File: src/rtl/clk_freq_monitor.sv
// Multi-channel clock frequency monitor: counts synchronised toggle edges per
// channel over a fixed sys_clk window and flags counts outside per-channel limits.

module clk_freq_monitor_lane #(
   parameter int CNT_W = 32
) (
   input  logic             sys_clk,
   input  logic             sys_rst,
   input  logic             chan_tgl,
   input  logic             clr,
   output logic [CNT_W-1:0] sum
);
   logic             sync1, sync2, hist, edge_det;
   logic [CNT_W-1:0] cnt;

   always_ff @(posedge sys_clk or posedge sys_rst) begin
      if (sys_rst) begin
         sync1 <= 1'b0;
         sync2 <= 1'b0;
         hist  <= 1'b0;
         cnt   <= '0;
      end else begin
         sync1 <= chan_tgl;
         sync2 <= sync1;
         hist  <= sync2;
         cnt   <= clr ? '0 : sum;
      end
   end

   // Both toggle polarities are edges; sum is the count including this cycle's edge.
   assign edge_det = sync2 ^ hist;
   assign sum      = (edge_det && (cnt != '1)) ? cnt + 1'b1 : cnt;
endmodule

module clk_freq_monitor #(
   parameter int                      N_CH        = 4,
   parameter int                      CNT_W       = 32,
   parameter int                      GATE_CYCLES = 100_000,
   parameter logic [N_CH*CNT_W-1:0]   EXP_MIN     = '0,
   parameter logic [N_CH*CNT_W-1:0]   EXP_MAX     = '1
) (
   input  logic                  sys_clk,
   input  logic                  sys_rst,
   input  logic                  mon_en,
   input  logic [N_CH-1:0]       chan_tgl,
   output logic [N_CH*CNT_W-1:0] meas_cnt,
   output logic                  meas_valid,
   output logic [N_CH-1:0]       ch_ok,
   output logic [N_CH-1:0]       ch_dead,
   output logic                  busy
);
   localparam int               WIN_W    = $clog2(GATE_CYCLES);
   localparam logic [WIN_W-1:0] WIN_LAST = WIN_W'(GATE_CYCLES - 1);

   typedef enum logic [1:0] {IDLE, SETTLE, RUN} state_t;

   state_t                        state;
   logic [WIN_W-1:0]              win;
   logic                          term, clr;
   logic [N_CH-1:0][CNT_W-1:0]    sum, lim_lo, lim_hi;
   logic [N_CH-1:0]               ok_nxt, dead_nxt;

   assign lim_lo = EXP_MIN;
   assign lim_hi = EXP_MAX;
   assign term   = (win == WIN_LAST);
   // Counters restart on every window boundary so the terminal edge lands in the closing window.
   assign clr    = (state == IDLE) || term;
   assign busy   = (state != IDLE);

   genvar i;
   generate
      for (i = 0; i < N_CH; i++) begin : g_lane
         clk_freq_monitor_lane #(.CNT_W(CNT_W)) u_lane (
            .sys_clk  (sys_clk),
            .sys_rst  (sys_rst),
            .chan_tgl (chan_tgl[i]),
            .clr      (clr),
            .sum      (sum[i])
         );
         assign ok_nxt[i]   = (sum[i] >= lim_lo[i]) && (sum[i] <= lim_hi[i]);
         assign dead_nxt[i] = (sum[i] == '0);
      end
   endgenerate

   always_ff @(posedge sys_clk or posedge sys_rst) begin
      if (sys_rst) begin
         state      <= IDLE;
         win        <= '0;
         meas_cnt   <= '0;
         ch_ok      <= '0;
         ch_dead    <= '0;
         meas_valid <= 1'b0;
      end else begin
         meas_valid <= 1'b0;
         win        <= clr ? '0 : win + 1'b1;
         case (state)
            IDLE:
               if (mon_en) state <= SETTLE;
            SETTLE:
               if (!mon_en) begin
                  state <= IDLE;
                  win   <= '0;
               end else if (term) begin
                  state <= RUN;
               end
            RUN: begin
               // A terminal-cycle latch completes even if mon_en drops on it.
               if (term) begin
                  meas_cnt   <= sum;
                  ch_ok      <= ok_nxt;
                  ch_dead    <= dead_nxt;
                  meas_valid <= 1'b1;
               end
               if (!mon_en) begin
                  state <= IDLE;
                  win   <= '0;
               end
            end
            default: state <= IDLE;
         endcase
      end
   end
endmodule

File: config.mk
export PLATFORM = sky130hd
export DESIGN_NAME = clk_freq_monitor
export DESIGN_NICKNAME = d
export VERILOG_FILES = /design/src/rtl/clk_freq_monitor.sv
export SDC_FILE = /design/constraint.sdc
export NUM_CORES = 1
export LEC_CHECK = 0
export CAP_MARGIN = 20
export CORE_AREA = 3 3 190 192
export CTS_CLUSTER_DIAMETER = 100
export DETAILED_ROUTE_END_ITERATION = 7
export DIE_AREA = 0 0 193 195
export GPL_TIMING_DRIVEN = 0
export SLEW_MARGIN = 20
export SYNTH_ARGS = -nofsm -noshare
export SYNTH_HDL_FRONTEND = slang
export SYNTH_SLANG_ARGS = --single-unit
File: constraint.sdc
create_clock -name sys_clk -period 25.7 [get_ports sys_clk]
set_input_delay 2.57 -clock sys_clk [delete_from_list [all_inputs] [get_ports sys_clk]]
set_output_delay 2.57 -clock sys_clk [all_outputs]
set_load 0.05 [all_outputs]
* After elaboration in Yosys (flattened, before gate mapping)
Index checks and enable logic that the tools add are counted.
** Storage, ports and cells
- Output and inout port bits :: 138
- Register bits :: 296
- Bits of input ports :: 7
- Word-level logic and storage cells :: 85
** Cells by class
- Reductions and logical operators :: 18
- Multiplexer cells :: 18
- Add/subtract/negate cells :: 5
- $lt $le $gt $ge :: 8
- Bitwise logic cells :: 4
- Equal/unequal tests :: 10
** Operators with widths (count)
- 32-bit two-way mux :: 8
- 32-bit by 1-bit adder with 32-bit output (second input constant) :: 4
- 32-bit by 1-bit >= comparator with 1-bit output (second input constant) :: 4
- 32-bit less-or-equal comparator (second input constant) :: 4
- 32-bit zero test :: 4
- 32-bit inequality test (second input constant) :: 4
- 17-bit two-way mux :: 3
- 17-bit by 1-bit adder with 17-bit output (second input constant) :: 1
- 17-bit equality test (second input constant) :: 1
- 1-bit logical AND :: 8
- 2-bit two-way mux :: 4
- 2-bit one-hot mux with 3 select lines :: 1
- 2-bit inequality test (second input constant) :: 2
- 1-bit bitwise XOR :: 4
- 3-bit inequality test (second input constant) :: 1
- 3-bit AND reduction :: 1
- 2-bit by 1-bit equality test with 1-bit output (second input constant) :: 1
- 2-bit equality test (second input constant) :: 1
- 2-bit zero test :: 1
- 1-bit two-way mux :: 2
- 2-bit AND reduction :: 1
- 2-bit nonzero test :: 1
- 2-bit OR reduction :: 1
- 1-bit logical OR :: 1

* Depth between registers and ports, before layout
- Depth after elaboration :: 5
- Gate-level depth with buffers :: 10
- Gate-level depth less buffers :: 9

* Cells and area by module
A second synthesis with hierarchy kept.
** Unflattened totals
- Cell total of the unflattened synthesis :: 1367
- Area total of the unflattened synthesis :: 15438.6 um2
** By module, submodules not included
- clk_freq_monitor_lane :: area each 2205.9 um2, cells each 230, seq. area each 875.8 um2, times used 4
- clk_freq_monitor :: area each 6615.1 um2, cells each 447, seq. area each 3828.7 um2, times used 1

* Worst setup path after synthesis
Ideal clock, no wire load.
- Kind :: reg-to-output
- Start :: reg state[1]
- End :: out busy
- Arrival time :: 961 ps
- Slack :: 22169 ps
- Data required time :: 23130 ps
- Path buffers :: 0
- Cell stages (with the launch flop) :: 4
- Cells stage by stage :: dfrtp_1 inv_1 ha_1 inv_1
** Between the ends
- Cells in the longest elaborated chain, start to end :: 1
** Ends and longest elaborated chain
- start, declared :: RTL line 57 : state_t state;
- start signal, assigned :: RTL line 87 : state <= IDLE;
- start signal, assigned :: RTL line 98 : if (mon_en) state <= SETTLE;
- start signal, assigned :: RTL line 101 : state <= IDLE;
- 2-bit nonzero test :: RTL line 68 : assign busy = (state != IDLE);
- end, declared :: RTL line 50 : output logic busy
Every way passes these cells.

* Worst setup path in the final report
Same ends and word-level chain as after synthesis.

==> metrics <==
Pwr per Cell Area 64.40 nW/um^2; crit path DAT 2.22 ns; Fillers 3262; Starting DRT DRC Count 818; EDFF count, synth 0; crit path buf inv count 3; DRT Pass-1 Iters 5; clock latency on the worst-skew pair 0.53 ns; std cell rows 68; Final HPWL DP 27630 um; synthesis-to-layout area growth 23.99%; highest-delay cell along the critical path clkdlybuf4s50_1; total power 1095 uW; Setup crit end kind output port; setup_tns 0 ns; Hold WC Path Type flip-flop to flip-flop; total number of vias 11310; Final Skew 0.02235 ns; Final Max Slew Viols 0; Max Freq 0.2088 GHz; required time worst endpoint 23.13 ns; Seq/Total Area, Yosys 0.5348; Clock H-tree levels 2; IO buf count 144; Most Frequent Cell on Critical Path inv_1; antenna violations before repair 0; Routed WL 37470 um; CTS max path bufs 3; largest delay contributor family on the critical path buffers and inverters; Cell Area, Synth 13710 sq um; Sink Count 293; Placed Area 15820 sq um; minimum clock period 4.789 ns; worst vdd ir 0.00003302 V; pin count of the biggest net entering global routing 97; Die Y 195 um; max-cap viol count 0; Synth Register Bits 293; CP startpoint kind flip-flop; Gates resized, CTS repair 0; Lkg Pwr 0.006889 uW; cts hold-fix bufs 0; fin crit share 0.1863; die area 37640 sq um; Comb pwr share 0.101; Post-route DRC 0; Synth async-reset ratio 1.000; Ys Warns 0; Netlist cell types 67; share of the synthesized area in the top cell type 0.5348; Internal 813.1 uW; count of final hold-check violations 0; Syn Area/Cell 9.534 sq um; Starting Density 0.3969; r2r setup slk 22.12 ns; first-pass GRT wire length 60600 um; Routed WL per cell 17.84 um; vias in the first global route 11090; CTS root buf clkbuf_16; RSZ-0062 raised after global routing no; net switching power 281.6 uW; Max stage delay on crit path 0.89 ns; Max-slew headroom 0.3177; die width 193 um; worst-path maximum fanout 4; # setup viols final 0; DRT antenna net count 0; setup repair bufs after CTS 0; global-route usage over all layers 0.2014; syn nets 1453; crit path cell chain inv_1 > ha_1 > inv_1 > clkdlybuf4s50_1; cts bufs inserted 34; Top Ports 145; Yosys top cell by area dfrtp_1; Worst-Margin Slew 1.023 ns; main area contributors after synthesis dfrtp_1 53%, nor2_1 5.7%, nand2_1 5.1%, xnor2_1 5.0%, o21ai_0 5.0%; top_reg_cell synth dfrtp_1; CTS tree built; Core Area 34540 sq um; Worst-path clk slew 0.05 ns; share of cells above drive strength 1 0.05471; design area 17000 sq um; sw frac 0.2572; clock share of power 0.460; antenna fix cells 0; Nets 1636; sequential group share of total power 0.439; global route overflow 0; status finished, final reports clean; Vias/cell 5.383; crit path kind flip-flop to output port; Placer Congestion 0.9101; Syn Inst Count 1438
cells in the final DEF, fill, tap and decap left out, types with 16 or more instances in the layout:
master	count
nand2_1	185
and4_1	16
and3_1	29
nor3_1	24
clkbuf_1	69
nor4_1	24
nor2_1	207
nand3_1	69
xor2_1	62
o21ai_0	136
clkbuf_16	34
clkdlybuf4s50_1	144
inv_1	22
dfrtp_1	293
xnor2_1	79
nand4_1	62
metrics by stage:
stage / hold slack, ns / cells / setup slack [ns] / utilization
3_5_place_dp: 0.3365 / 2040 / 21.03 / 0.4580
2_1_floorplan: 0.3312 / 1438 / 15.04 / -
6_report: 0.3465 / 2100 / 20.91 / 0.4921
3_3_place_gp: 0.3334 / 2037 / 11.38 / 0.4551
4_1_cts: 0.3496 / 2100 / 20.89 / 0.4921
5_1_grt: 0.3513 / 2100 / 20.83 / 0.4921
area by class of cell:
type / instances / area, sq um / area share
tap: 455 / 569.3 / 0.03349
clock buffer: 52 / 1018 / 0.05991
buffer: 73 / 307.8 / 0.01811
inverter: 23 / 93.84 / 0.005520
timing repair buffer: 147 / 1524 / 0.08965
sequential: 293 / 7332 / 0.4313
multi-input combinational: 1049 / 5995 / 0.3526
clock inverter: 8 / 158.9 / 0.009348
worst paths after layout:
kind	startpoint	end	depth (start not counted)
max reg2reg	g_lane[2].u_lane.cnt[0]	ch_dead[2]	9
min reg2reg	g_lane[3].u_lane.sync1	g_lane[3].u_lane.sync2	0
max in group asynchronous	sys_rst	g_lane[2].u_lane.cnt[7]	5
max	state[1]	busy	4
min	g_lane[3].u_lane.sync1	g_lane[3].u_lane.sync2	0
min in group asynchronous	sys_rst	meas_cnt[123]	2
power by group through the flow:
stage               logic (uW)  registers (uW)  clock network, uW
global route               126             482                536
detailed placement         112             489                  0
global placement           109             488                  0
floorplan                 74.5             486                  0
CTS                        113             480                516
finish                     110             481                504
sequential cells by signal, indices dropped and copies added, names as in the netlist:
register             flops
ch_ok                    1
ch_dead                  4
g_lane.u_lane.sync1      4
g_lane.u_lane.sync2      4
meas_cnt               128
state                    2
g_lane.u_lane.cnt      128
g_lane.u_lane.hist       4
meas_valid               1
win                     17
routing by layer:
layer | track usage | vias to the layer above | wire (um)
met5 | 0 | - | 0
met4 | 0.06643 | 0 | 1148
met3 | 0.03214 | 75 | 2153
met2 | 0.3064 | 309 | 16730
met1 | 0.2945 | 5552 | 17440
li1 | - | 5369 | -
synthesized netlist by cell type (all sizes together), types with 7 or more instances:
cell and count:
inv 23, and3 30, nand4 63, xor2 63, nor2 207, a21oi 14
nor3 26, and2 10, mux2i 7, ha 8, o21ai 137, nor4 27
a31oi 7, or4 15, xnor2 79, nand3 70, nand2 185, clkbuf 61
and4 20, dfrtp 293, o31ai 8, buf 12
kinds of logic (layout without fill, tap and decap cells):
logic type	count (synthesis)	in the layout	share of synthesized area
and+or+nand+nor	680	680	0.2420
DFF	293	293	0.5348
muxes	8	8	0.005932
AOI/OAI and AO/OA	211	211	0.08990
adders and majority gates	8	8	0.007302
xor gates and xnor gates	142	142	0.09127
buffers and inverters	96	303	0.02875
No activity file was read; power rests on OpenSTA's default activity.
